`config.mk`:
```
export PLATFORM = sky130hd
export DESIGN_NAME = ddram_word_bridge
export DESIGN_NICKNAME = d
export VERILOG_FILES = /design/src/rtl/ddram_bridge_pkg.sv /design/src/rtl/ddram_beat_fifo.sv /design/src/rtl/ddram_word_bridge.sv
export SDC_FILE = /design/constraint.sdc
export NUM_CORES = 1
export LEC_CHECK = 0
export CELL_PAD_IN_SITES_DETAIL_PLACEMENT = 1
export CELL_PAD_IN_SITES_GLOBAL_PLACEMENT = 1
export CORE_ASPECT_RATIO = 1.1
export CORE_UTILIZATION = 47
export CTS_CLUSTER_DIAMETER = 150
export DETAILED_ROUTE_END_ITERATION = 7
export PLACE_DENSITY = 0.84
export SETUP_SLACK_MARGIN = 0.3
export SYNTH_ARGS = -nofsm -noshare
export SYNTH_HDL_FRONTEND = slang
export SYNTH_SLANG_ARGS = --single-unit
```
`constraint.sdc`:
```
create_clock -name i_clk -period 6.45 [get_ports i_clk]
set_input_delay 1.29 -clock i_clk [delete_from_list [all_inputs] [get_ports i_clk]]
set_output_delay 1.29 -clock i_clk [all_outputs]
set_load 0.005 [all_outputs]
```
`src/rtl/ddram_bridge_pkg.sv`:
```
// Purpose: shared types and helpers for the 32-bit word <-> 64-bit DDRAM beat bridge.
// Latency: n/a (package only).
// Backpressure: n/a (package only).
// Contents: bridge state enum, default DDR region, beat-count helper.
package ddram_bridge_pkg;

    typedef enum logic [1:0] {
        ST_IDLE    = 2'd0,
        ST_WR      = 2'd1,
        ST_RD_CMD  = 2'd2,
        ST_RD_DATA = 2'd3
    } state_t;

    // DDR region holding GPU VRAM (o_ddr_addr[28:25]).
    localparam logic [3:0] ADDR_HI_DEFAULT = 4'h3;

    // Number of 64-bit beats touched by a burst of len 32-bit words that
    // starts in the upper lane when odd is set.
    function automatic logic [7:0] beats(input logic odd, input logic [7:0] len);
        logic [8:0] sum;
        sum = 9'(odd) + 9'(len) + 9'd1;
        return sum[8:1];
    endfunction

endpackage

```
`src/rtl/ddram_beat_fifo.sv`:
```
// Purpose: synchronous FIFO holding 64-bit read beats until the unpacker consumes them.
// Latency: a pushed entry is visible at o_dout the cycle after the push.
// Backpressure: push is dropped when full, pop ignored when empty; push and pop may coincide.
// Ports: i_clk/i_nrst clock and async active-low reset; i_push/i_din write side;
//        i_pop/o_dout read side (o_dout is the head entry); o_full/o_empty status.
module ddram_beat_fifo #(
    parameter int DEPTH = 17,
    parameter int W     = 64
) (
    input  logic         i_clk,
    input  logic         i_nrst,
    input  logic         i_push,
    input  logic [W-1:0] i_din,
    input  logic         i_pop,
    output logic [W-1:0] o_dout,
    output logic         o_full,
    output logic         o_empty
);

    localparam int PW = (DEPTH > 1) ? $clog2(DEPTH) : 1;
    localparam int CW = $clog2(DEPTH + 1);

    logic [W-1:0]  mem_q [DEPTH];
    logic [PW-1:0] wr_ptr_q, wr_ptr_d;
    logic [PW-1:0] rd_ptr_q, rd_ptr_d;
    logic [CW-1:0] cnt_q, cnt_d;
    logic          do_push, do_pop;

    // Pointers wrap explicitly because DEPTH is generally not a power of two.
    function automatic logic [PW-1:0] ptr_inc(input logic [PW-1:0] p);
        return (p == PW'(DEPTH - 1)) ? '0 : p + PW'(1);
    endfunction

    assign o_full  = (cnt_q == CW'(DEPTH));
    assign o_empty = (cnt_q == '0);
    assign o_dout  = mem_q[rd_ptr_q];

    always_comb begin
        do_push  = i_push && !o_full;
        do_pop   = i_pop && !o_empty;
        wr_ptr_d = do_push ? ptr_inc(wr_ptr_q) : wr_ptr_q;
        rd_ptr_d = do_pop ? ptr_inc(rd_ptr_q) : rd_ptr_q;
        cnt_d    = cnt_q;
        if (do_push && !do_pop) begin
            cnt_d = cnt_q + CW'(1);
        end else if (!do_push && do_pop) begin
            cnt_d = cnt_q - CW'(1);
        end
    end

    always_ff @(posedge i_clk or negedge i_nrst) begin
        if (!i_nrst) begin
            wr_ptr_q <= '0;
            rd_ptr_q <= '0;
            cnt_q    <= '0;
        end else begin
            wr_ptr_q <= wr_ptr_d;
            rd_ptr_q <= rd_ptr_d;
            cnt_q    <= cnt_d;
        end
    end

    // Storage needs no reset: occupancy is tracked by the counters above.
    always_ff @(posedge i_clk) begin
        if (do_push) begin
            mem_q[wr_ptr_q] <= i_din;
        end
    end

endmodule

```
`src/rtl/ddram_word_bridge.sv`:
```
// Purpose: packs 32-bit client write words into 64-bit DDRAM beats and unpacks read beats into words.
// Latency: write beat issued 1 cycle after its upper lane (or last word) is taken; read word 2 cycles after its beat.
// Backpressure: o_busy stalls the client while a write beat waits on i_ddr_busy and during whole reads.
// Ports: i_clk/i_nrst clock and async active-low reset;
//        client side i_writeEnable/i_readEnable/i_burstLength/i_targetAddr/i_data/i_byteEnable, o_busy/o_dataValid/o_data;
//        DDRAM side o_ddr_burstcnt/o_ddr_addr/o_ddr_din/o_ddr_be/o_ddr_we/o_ddr_rd, i_ddr_busy/i_ddr_dout/i_ddr_dout_ready.
module ddram_word_bridge
    import ddram_bridge_pkg::*;
#(
    parameter logic [3:0] ADDR_HI   = ADDR_HI_DEFAULT,
    parameter int         MAX_WORDS = 32
) (
    input  logic        i_clk,
    input  logic        i_nrst,
    input  logic        i_writeEnable,
    input  logic        i_readEnable,
    input  logic [7:0]  i_burstLength,
    input  logic [25:0] i_targetAddr,
    input  logic [31:0] i_data,
    input  logic [3:0]  i_byteEnable,
    output logic        o_busy,
    output logic        o_dataValid,
    output logic [31:0] o_data,
    output logic [7:0]  o_ddr_burstcnt,
    output logic [28:0] o_ddr_addr,
    output logic [63:0] o_ddr_din,
    output logic [7:0]  o_ddr_be,
    output logic        o_ddr_we,
    output logic        o_ddr_rd,
    input  logic        i_ddr_busy,
    input  logic [63:0] i_ddr_dout,
    input  logic        i_ddr_dout_ready
);

    localparam int FIFO_DEPTH = MAX_WORDS / 2 + 1;

    state_t      state_q, state_d;
    logic [7:0]  rem_q, rem_d;              // words still to take (write) or emit (read)
    logic        wr_lane_q, wr_lane_d;      // lane of the next write word
    logic [63:0] acc_din_q, acc_din_d;      // partially filled write beat
    logic [7:0]  acc_be_q, acc_be_d;
    logic        ddr_we_q, ddr_we_d;
    logic [63:0] ddr_din_q, ddr_din_d;
    logic [7:0]  ddr_be_q, ddr_be_d;
    logic [28:0] ddr_addr_q, ddr_addr_d;
    logic [7:0]  ddr_burstcnt_q, ddr_burstcnt_d;
    logic        ddr_rd_q, ddr_rd_d;
    logic        rd_lane_q, rd_lane_d;      // lane of the FIFO head beat to emit next
    logic [31:0] data_q, data_d;
    logic        data_vld_q, data_vld_d;

    logic        busy;
    logic        fifo_push, fifo_pop, fifo_full, fifo_empty;
    logic [63:0] fifo_dout;

    logic        take, take_lane, take_last;
    logic [7:0]  take_rem;
    logic [63:0] base_din, din_m;
    logic [7:0]  base_be, be_m;

    ddram_beat_fifo #(
        .DEPTH (FIFO_DEPTH),
        .W     (64)
    ) u_fifo (
        .i_clk   (i_clk),
        .i_nrst  (i_nrst),
        .i_push  (fifo_push),
        .i_din   (i_ddr_dout),
        .i_pop   (fifo_pop),
        .o_dout  (fifo_dout),
        .o_full  (fifo_full),
        .o_empty (fifo_empty)
    );

    always_comb begin
        state_d        = state_q;
        rem_d          = rem_q;
        wr_lane_d      = wr_lane_q;
        acc_din_d      = acc_din_q;
        acc_be_d       = acc_be_q;
        ddr_we_d       = ddr_we_q;
        ddr_din_d      = ddr_din_q;
        ddr_be_d       = ddr_be_q;
        ddr_addr_d     = ddr_addr_q;
        ddr_burstcnt_d = ddr_burstcnt_q;
        ddr_rd_d       = ddr_rd_q;
        rd_lane_d      = rd_lane_q;
        data_d         = data_q;
        data_vld_d     = 1'b0;
        busy           = 1'b0;
        fifo_push      = 1'b0;
        fifo_pop       = 1'b0;
        take           = 1'b0;
        take_lane      = 1'b0;
        take_last      = 1'b0;
        take_rem       = rem_q;
        base_din       = '0;
        base_be        = '0;
        din_m          = '0;
        be_m           = '0;

        case (state_q)
            ST_IDLE: begin
                if (i_writeEnable && i_burstLength != 8'd0) begin
                    ddr_addr_d     = {ADDR_HI, i_targetAddr[25:1]};
                    ddr_burstcnt_d = beats(i_targetAddr[0], i_burstLength);
                    take           = 1'b1;
                    take_lane      = i_targetAddr[0];
                    take_last      = (i_burstLength == 8'd1);
                    take_rem       = i_burstLength - 8'd1;
                    state_d        = ST_WR;
                end else if (i_readEnable && i_burstLength != 8'd0) begin
                    ddr_addr_d     = {ADDR_HI, i_targetAddr[25:1]};
                    ddr_burstcnt_d = beats(i_targetAddr[0], i_burstLength);
                    rem_d          = i_burstLength;
                    rd_lane_d      = i_targetAddr[0];
                    ddr_rd_d       = 1'b1;
                    state_d        = ST_RD_CMD;
                end
            end

            ST_WR: begin
                busy = ddr_we_q && i_ddr_busy;
                if (ddr_we_q && !i_ddr_busy) begin
                    ddr_we_d = 1'b0;
                    // The last word always issues a beat, so rem == 0 here means the final beat is gone.
                    if (rem_q == 8'd0) begin
                        state_d = ST_IDLE;
                    end
                end
                if (!busy && i_writeEnable && rem_q != 8'd0) begin
                    take      = 1'b1;
                    take_lane = wr_lane_q;
                    take_last = (rem_q == 8'd1);
                    take_rem  = rem_q - 8'd1;
                    base_din  = acc_din_q;
                    base_be   = acc_be_q;
                end
            end

            ST_RD_CMD: begin
                busy      = 1'b1;
                fifo_push = i_ddr_dout_ready && !fifo_full;
                if (!i_ddr_busy) begin
                    ddr_rd_d = 1'b0;
                    state_d  = ST_RD_DATA;
                end
            end

            ST_RD_DATA: begin
                busy      = 1'b1;
                fifo_push = i_ddr_dout_ready && !fifo_full;
                if (rem_q == 8'd0) begin
                    state_d = ST_IDLE;
                end else if (!fifo_empty) begin
                    data_d     = rd_lane_q ? fifo_dout[63:32] : fifo_dout[31:0];
                    data_vld_d = 1'b1;
                    // Retire the head beat after its upper lane, or early when the burst ends in its lower lane.
                    fifo_pop   = rd_lane_q || (rem_q == 8'd1);
                    rd_lane_d  = !rd_lane_q;
                    rem_d      = rem_q - 8'd1;
                end
            end

            default: begin
                state_d = ST_IDLE;
            end
        endcase

        if (take) begin
            if (take_lane) begin
                din_m = {i_data, base_din[31:0]};
                be_m  = {i_byteEnable, base_be[3:0]};
            end else begin
                din_m = {base_din[63:32], i_data};
                be_m  = {base_be[7:4], i_byteEnable};
            end
            rem_d     = take_rem;
            wr_lane_d = !take_lane;
            // Unfilled lanes keep be = 0, covering odd starts and short tails.
            if (take_lane || take_last) begin
                ddr_din_d = din_m;
                ddr_be_d  = be_m;
                ddr_we_d  = 1'b1;
                acc_din_d = '0;
                acc_be_d  = '0;
            end else begin
                acc_din_d = din_m;
                acc_be_d  = be_m;
            end
        end
    end

    always_ff @(posedge i_clk or negedge i_nrst) begin
        if (!i_nrst) begin
            state_q        <= ST_IDLE;
            rem_q          <= '0;
            wr_lane_q      <= 1'b0;
            acc_din_q      <= '0;
            acc_be_q       <= '0;
            ddr_we_q       <= 1'b0;
            ddr_din_q      <= '0;
            ddr_be_q       <= '0;
            ddr_addr_q     <= '0;
            ddr_burstcnt_q <= '0;
            ddr_rd_q       <= 1'b0;
            rd_lane_q      <= 1'b0;
            data_q         <= '0;
            data_vld_q     <= 1'b0;
        end else begin
            state_q        <= state_d;
            rem_q          <= rem_d;
            wr_lane_q      <= wr_lane_d;
            acc_din_q      <= acc_din_d;
            acc_be_q       <= acc_be_d;
            ddr_we_q       <= ddr_we_d;
            ddr_din_q      <= ddr_din_d;
            ddr_be_q       <= ddr_be_d;
            ddr_addr_q     <= ddr_addr_d;
            ddr_burstcnt_q <= ddr_burstcnt_d;
            ddr_rd_q       <= ddr_rd_d;
            rd_lane_q      <= rd_lane_d;
            data_q         <= data_d;
            data_vld_q     <= data_vld_d;
        end
    end

    assign o_busy         = busy;
    assign o_dataValid    = data_vld_q;
    assign o_data         = data_q;
    assign o_ddr_burstcnt = ddr_burstcnt_q;
    assign o_ddr_addr     = ddr_addr_q;
    assign o_ddr_din      = ddr_din_q;
    assign o_ddr_be       = ddr_be_q;
    assign o_ddr_we       = ddr_we_q;
    assign o_ddr_rd       = ddr_rd_q;

endmodule

```
==> metrics.json <==
{
  "status": {"value": "finished clean"},
  "grt_start_max_net_pins": {"value": 182},
  "yosysWarnings": {"value": 0},
  "sequential_fraction_of_the_synthesis_area": {"value": 74.39, "unit": "%"},
  "post-synth-top-area-fraction": {"value": 62.84, "unit": "%"},
  "antenna_found_initial": {"value": 6},
  "via_density": {"value": 6.379},
  "die_width": {"value": 319.1, "unit": "um"},
  "grt-ovfl-total": {"value": 0},
  "first_global_vias": {"value": 31834},
  "cts_tree": {"value": "built"},
  "drt_iter0_drc": {"value": 3228},
  "compound_gate_fraction_of_synth_area": {"value": 6.079, "unit": "%"},
  "worst_setup_hold_path_clk_slew": {"value": 0.05, "unit": "ns"},
  "wire_per_inst": {"value": 31.42, "unit": "um"},
  "wirelength": {"value": 149.4, "unit": "mm"},
  "cts_root_buf": {"value": "sky130_fd_sc_hd__clkbuf_16"},
  "clock_tree_sinks": {"value": 1328},
  "dieArea": {"value": 112000, "unit": "sq um"},
  "ws_path_type": {"value": "primary input to output port"},
  "critical_path.max_stage_delay": {"value": 0.55, "unit": "ns"},
  "crit_path_max_fanout": {"value": 4},
  "critPathSlowestCell": {"value": "sky130_fd_sc_hd__clkdlybuf4s50_1"},
  "cts_hold_buf": {"value": 0},
  "hold_viol_final": {"value": 0},
  "num_rows": {"value": 127},
  "die-height": {"value": 350.8, "unit": "um"},
  "synth-simple-area-share": {"value": 4.524, "unit": "%"},
  "num_cts_buffers": {"value": 135},
  "h_tree_level_count": {"value": 4},
  "drc": {"value": 0},
  "report.power.total": {"value": 28300, "unit": "uW"},
  "placeableCoreArea": {"value": 109300, "unit": "sq um"},
  "post_dp_cell_area": {"value": 56600, "unit": "sq um"},
  "timing.slew.headroom": {"value": 27.40, "unit": "%"},
  "critical_path.endpoint_type": {"value": "output port"},
  "setup_viol": {"value": 0},
  "top_flip_flop_cell_by_instance_count_after_synthesis": {"value": "sky130_fd_sc_hd__edfxtp_1"},
  "n_diodes": {"value": 0},
  "final-max-slew-violation-count": {"value": 0},
  "vias": {"value": 30326},
  "post_synth_fa_ha_maj_area_fraction": {"value": 0.4235, "unit": "%"},
  "tightestPinTransition": {"value": 1.089, "unit": "ns"},
  "synth_xor_area_share": {"value": 0.3538, "unit": "%"},
  "yosysUniqueCellTypes": {"value": 73},
  "area_growth": {"value": 17.70, "unit": "%"},
  "clock-skew-final": {"value": 0.03435, "unit": "ns"},
  "achievable-frequency": {"value": 0.2615, "unit": "GHz"},
  "synthMuxAreaShare": {"value": 12.34, "unit": "%"},
  "worst_hold_path_type": {"value": "flip-flop to flip-flop"},
  "post_cts_resize_count": {"value": 0},
  "ys_top_cells_by_area": {"value": "sky130_fd_sc_hd__edfxtp_1, sky130_fd_sc_hd__dfrtp_1, sky130_fd_sc_hd__mux4_2"},
  "power_density": {"value": 462.4, "unit": "nW/um^2"},
  "netlist_area": {"value": 51990, "unit": "sq um"},
  "post_synth_inst_count": {"value": 2928},
  "gpl.final_weighted_congestion": {"value": 0.8104},
  "avgSynthCellArea": {"value": 17.76, "unit": "sq um"},
  "place.port_buffers": {"value": 282},
  "crit_required": {"value": 5.16, "unit": "ns"},
  "critical-path-top-cell-by-count": {"value": "sky130_fd_sc_hd__clkdlybuf4s50_1"},
  "r2r_slack": {"value": 2.91, "unit": "ns"},
  "dp_hpwl": {"value": 86.74, "unit": "mm"},
  "timing.setup.tns": {"value": 0, "unit": "ns"},
  "timing.critical_path.from_type": {"value": "primary input"},
  "vdd_drop_max": {"value": 0.0003190, "unit": "V"},
  "grtUsageTotal": {"value": 26.67, "unit": "%"},
  "critical_path_arrival": {"value": 2.53, "unit": "ns"},
  "drt_pre_antenna_iters": {"value": 5},
  "netlist.top_cell.by_area": {"value": "sky130_fd_sc_hd__edfxtp_1"},
  "main_combinational_cell_family_by_area_after_synthesis": {"value": "multiplexers"},
  "drtAntennaViolNets": {"value": 0},
  "clk_latency": {"value": 0.76, "unit": "ns"},
  "synth.ff_latch_count": {"value": 1328},
  "final_nets": {"value": 3384},
  "clockBufferDepth": {"value": 3},
  "cts.repair_timing.setup_buffer_count": {"value": 0},
  "setup_repair_after_global_routing_missed_its_margin": {"value": "false"},
  "post_route_minimum_period": {"value": 3.824, "unit": "ns"},
  "floorplan.io_pins": {"value": 285},
  "synth_edf_count": {"value": 1088},
  "finish.instance_area": {"value": 61200, "unit": "sq um"},
  "final_layout_size_suffix_gt1_share": {"value": 17.84, "unit": "%"},
  "initial_core_util": {"value": 47.56, "unit": "%"},
  "sequence_of_cells_on_the_critical_path": {"value": "clkdlybuf4s50_1 > a31o_2 > clkdlybuf4s50_1"},
  "maxCapViolations": {"value": 0},
  "layout_worst_path_cycle_share": {"value": 59.29, "unit": "%"},
  "leakagePower": {"value": 0.02085, "unit": "uW"},
  "nFillCells": {"value": 9799},
  "grt_first_pass_wirelength": {"value": 218.0, "unit": "mm"},
  "ys_async_sr_fraction": {"value": 18.07, "unit": "%"}
}
==> per-layer routing <==
layer	wire length [um]	up-vias	track usage [%]
li1	-	12262	-
met5	78	-	0
met2	75360	1854	45.46
met3	12550	366	5.141
met4	5833	10	11.23
met1	55560	15834	33.50
==> critical path: cells and delay by family <==
family | cells | cell delay [ns]
AO/OA/AOI/OAI | 1 | 0.18
buffers and inverters | 2 | 1.07
==> state kept, by name, summed over array words and instances (netlist names) <==
name	flops
wr_lane_q	1
o_ddr_addr	26
o_ddr_rd	1
u_fifo.rd_ptr_q	5
state_q	2
rd_lane_q	1
u_fifo.wr_ptr_q	5
u_fifo.mem_q	1088
acc_be_q	8
u_fifo.cnt_q	5
o_ddr_we	1
acc_din_q	64
o_data	32
o_ddr_be	8
rem_q	8
o_ddr_din	64
o_ddr_burstcnt	8
o_dataValid	1
==> layout make-up <==
class	instances	area [sq um]	share of cell area, %
Multi-Input combinational cell	1385	12510	20.44
Sequential cell	1328	38690	63.22
Clock inverter	69	902.1	1.474
Tap cell	1419	1775	2.901
Clock buffer	176	3696	6.040
Inverter	20	75.07	0.1227
Timing Repair Buffer	357	3553	5.806
==> path summary, 6_finish.rpt <==
check,start,depth (start not counted),endpoint
min,acc_din_q[57],1,acc_din_q[57]
max in group asynchronous,i_nrst,2,acc_din_q[47]
min reg2reg,acc_din_q[57],1,acc_din_q[57]
max,i_ddr_busy,3,o_busy
max reg2reg,state_q[1],12,u_fifo.cnt_q[4]
min in group asynchronous,i_nrst,1,o_ddr_din[1]
==> where the power goes <==
part | total (uW) | internal [uW] | switching (uW)
Clock | 8160 | 4730 | 3430
Combinational | 8770 | 3700 | 5070
Sequential | 11400 | 10600 | 775
Total | 28300 | 19000 | 9270
==> Yosys cell counts, drive strengths merged (41+ instances only) <==
master and number:
edfxtp 1088, dfrtp 240, mux4 227, nand2 193, nor2 129, clkbuf 117
o21ai 115, a31oi 83, mux2i 82, buf 79, a21oi 59, a22oi 55
nand3 53, o211ai 53, mux2 43, and2 41, o22ai 41
==> cell usage in the layout, fill, tap and decap left out, types with 10 or more instances in the layout <==
cell type / n
sky130_fd_sc_hd__inv_1: 18
sky130_fd_sc_hd__or4_1: 13
sky130_fd_sc_hd__xnor2_1: 15
sky130_fd_sc_hd__mux2_2: 43
sky130_fd_sc_hd__clkbuf_16: 138
sky130_fd_sc_hd__o211ai_1: 52
sky130_fd_sc_hd__mux2i_1: 82
sky130_fd_sc_hd__nand3_1: 52
sky130_fd_sc_hd__nor2_1: 111
sky130_fd_sc_hd__bufinv_16: 16
sky130_fd_sc_hd__clkinv_1: 15
sky130_fd_sc_hd__mux4_2: 227
sky130_fd_sc_hd__nand2_1: 193
sky130_fd_sc_hd__dfrtp_1: 236
sky130_fd_sc_hd__nor2_4: 17
sky130_fd_sc_hd__a21oi_1: 58
sky130_fd_sc_hd__clkbuf_1: 28
sky130_fd_sc_hd__a22oi_1: 55
sky130_fd_sc_hd__clkbuf_8: 10
sky130_fd_sc_hd__ha_1: 16
sky130_fd_sc_hd__nand4_1: 21
sky130_fd_sc_hd__clkinv_2: 18
sky130_fd_sc_hd__and3_1: 12
sky130_fd_sc_hd__a211oi_1: 17
sky130_fd_sc_hd__buf_4: 62
sky130_fd_sc_hd__o22ai_1: 41
sky130_fd_sc_hd__o22a_1: 13
sky130_fd_sc_hd__and2_1: 41
sky130_fd_sc_hd__buf_12: 13
sky130_fd_sc_hd__o21ai_0: 113
sky130_fd_sc_hd__a31oi_1: 83
sky130_fd_sc_hd__edfxtp_1: 1088
sky130_fd_sc_hd__clkdlybuf4s50_1: 281
==> stage by stage <==
stage	util, %	setup WS [ns]	hold WS (ns)	std cells
3_3_place_gp	51.77	2.146	0.4617	4509
2_1_floorplan	-	1.261	0.4497	2929
5_1_grt	55.98	2.579	0.5042	4754
3_5_place_dp	51.77	1.973	0.4706	4509
4_1_cts	55.98	2.639	0.4837	4754
6_report	55.98	2.626	0.4821	4754
==> kinds of logic after synthesis <==
| kind of cell | count (synthesis) |
|---|---|
| flip-flops | 1328 |
| AND/OR/NAND/NOR | 506 |
| AO/OA/AOI/OAI | 487 |
| multiplexers | 352 |
| buffers and inverters | 216 |
| XOR/XNOR | 21 |
| adder cells (fa/ha/maj) | 17 |
| other | 1 |
Power figures use the tool's default switching activity.
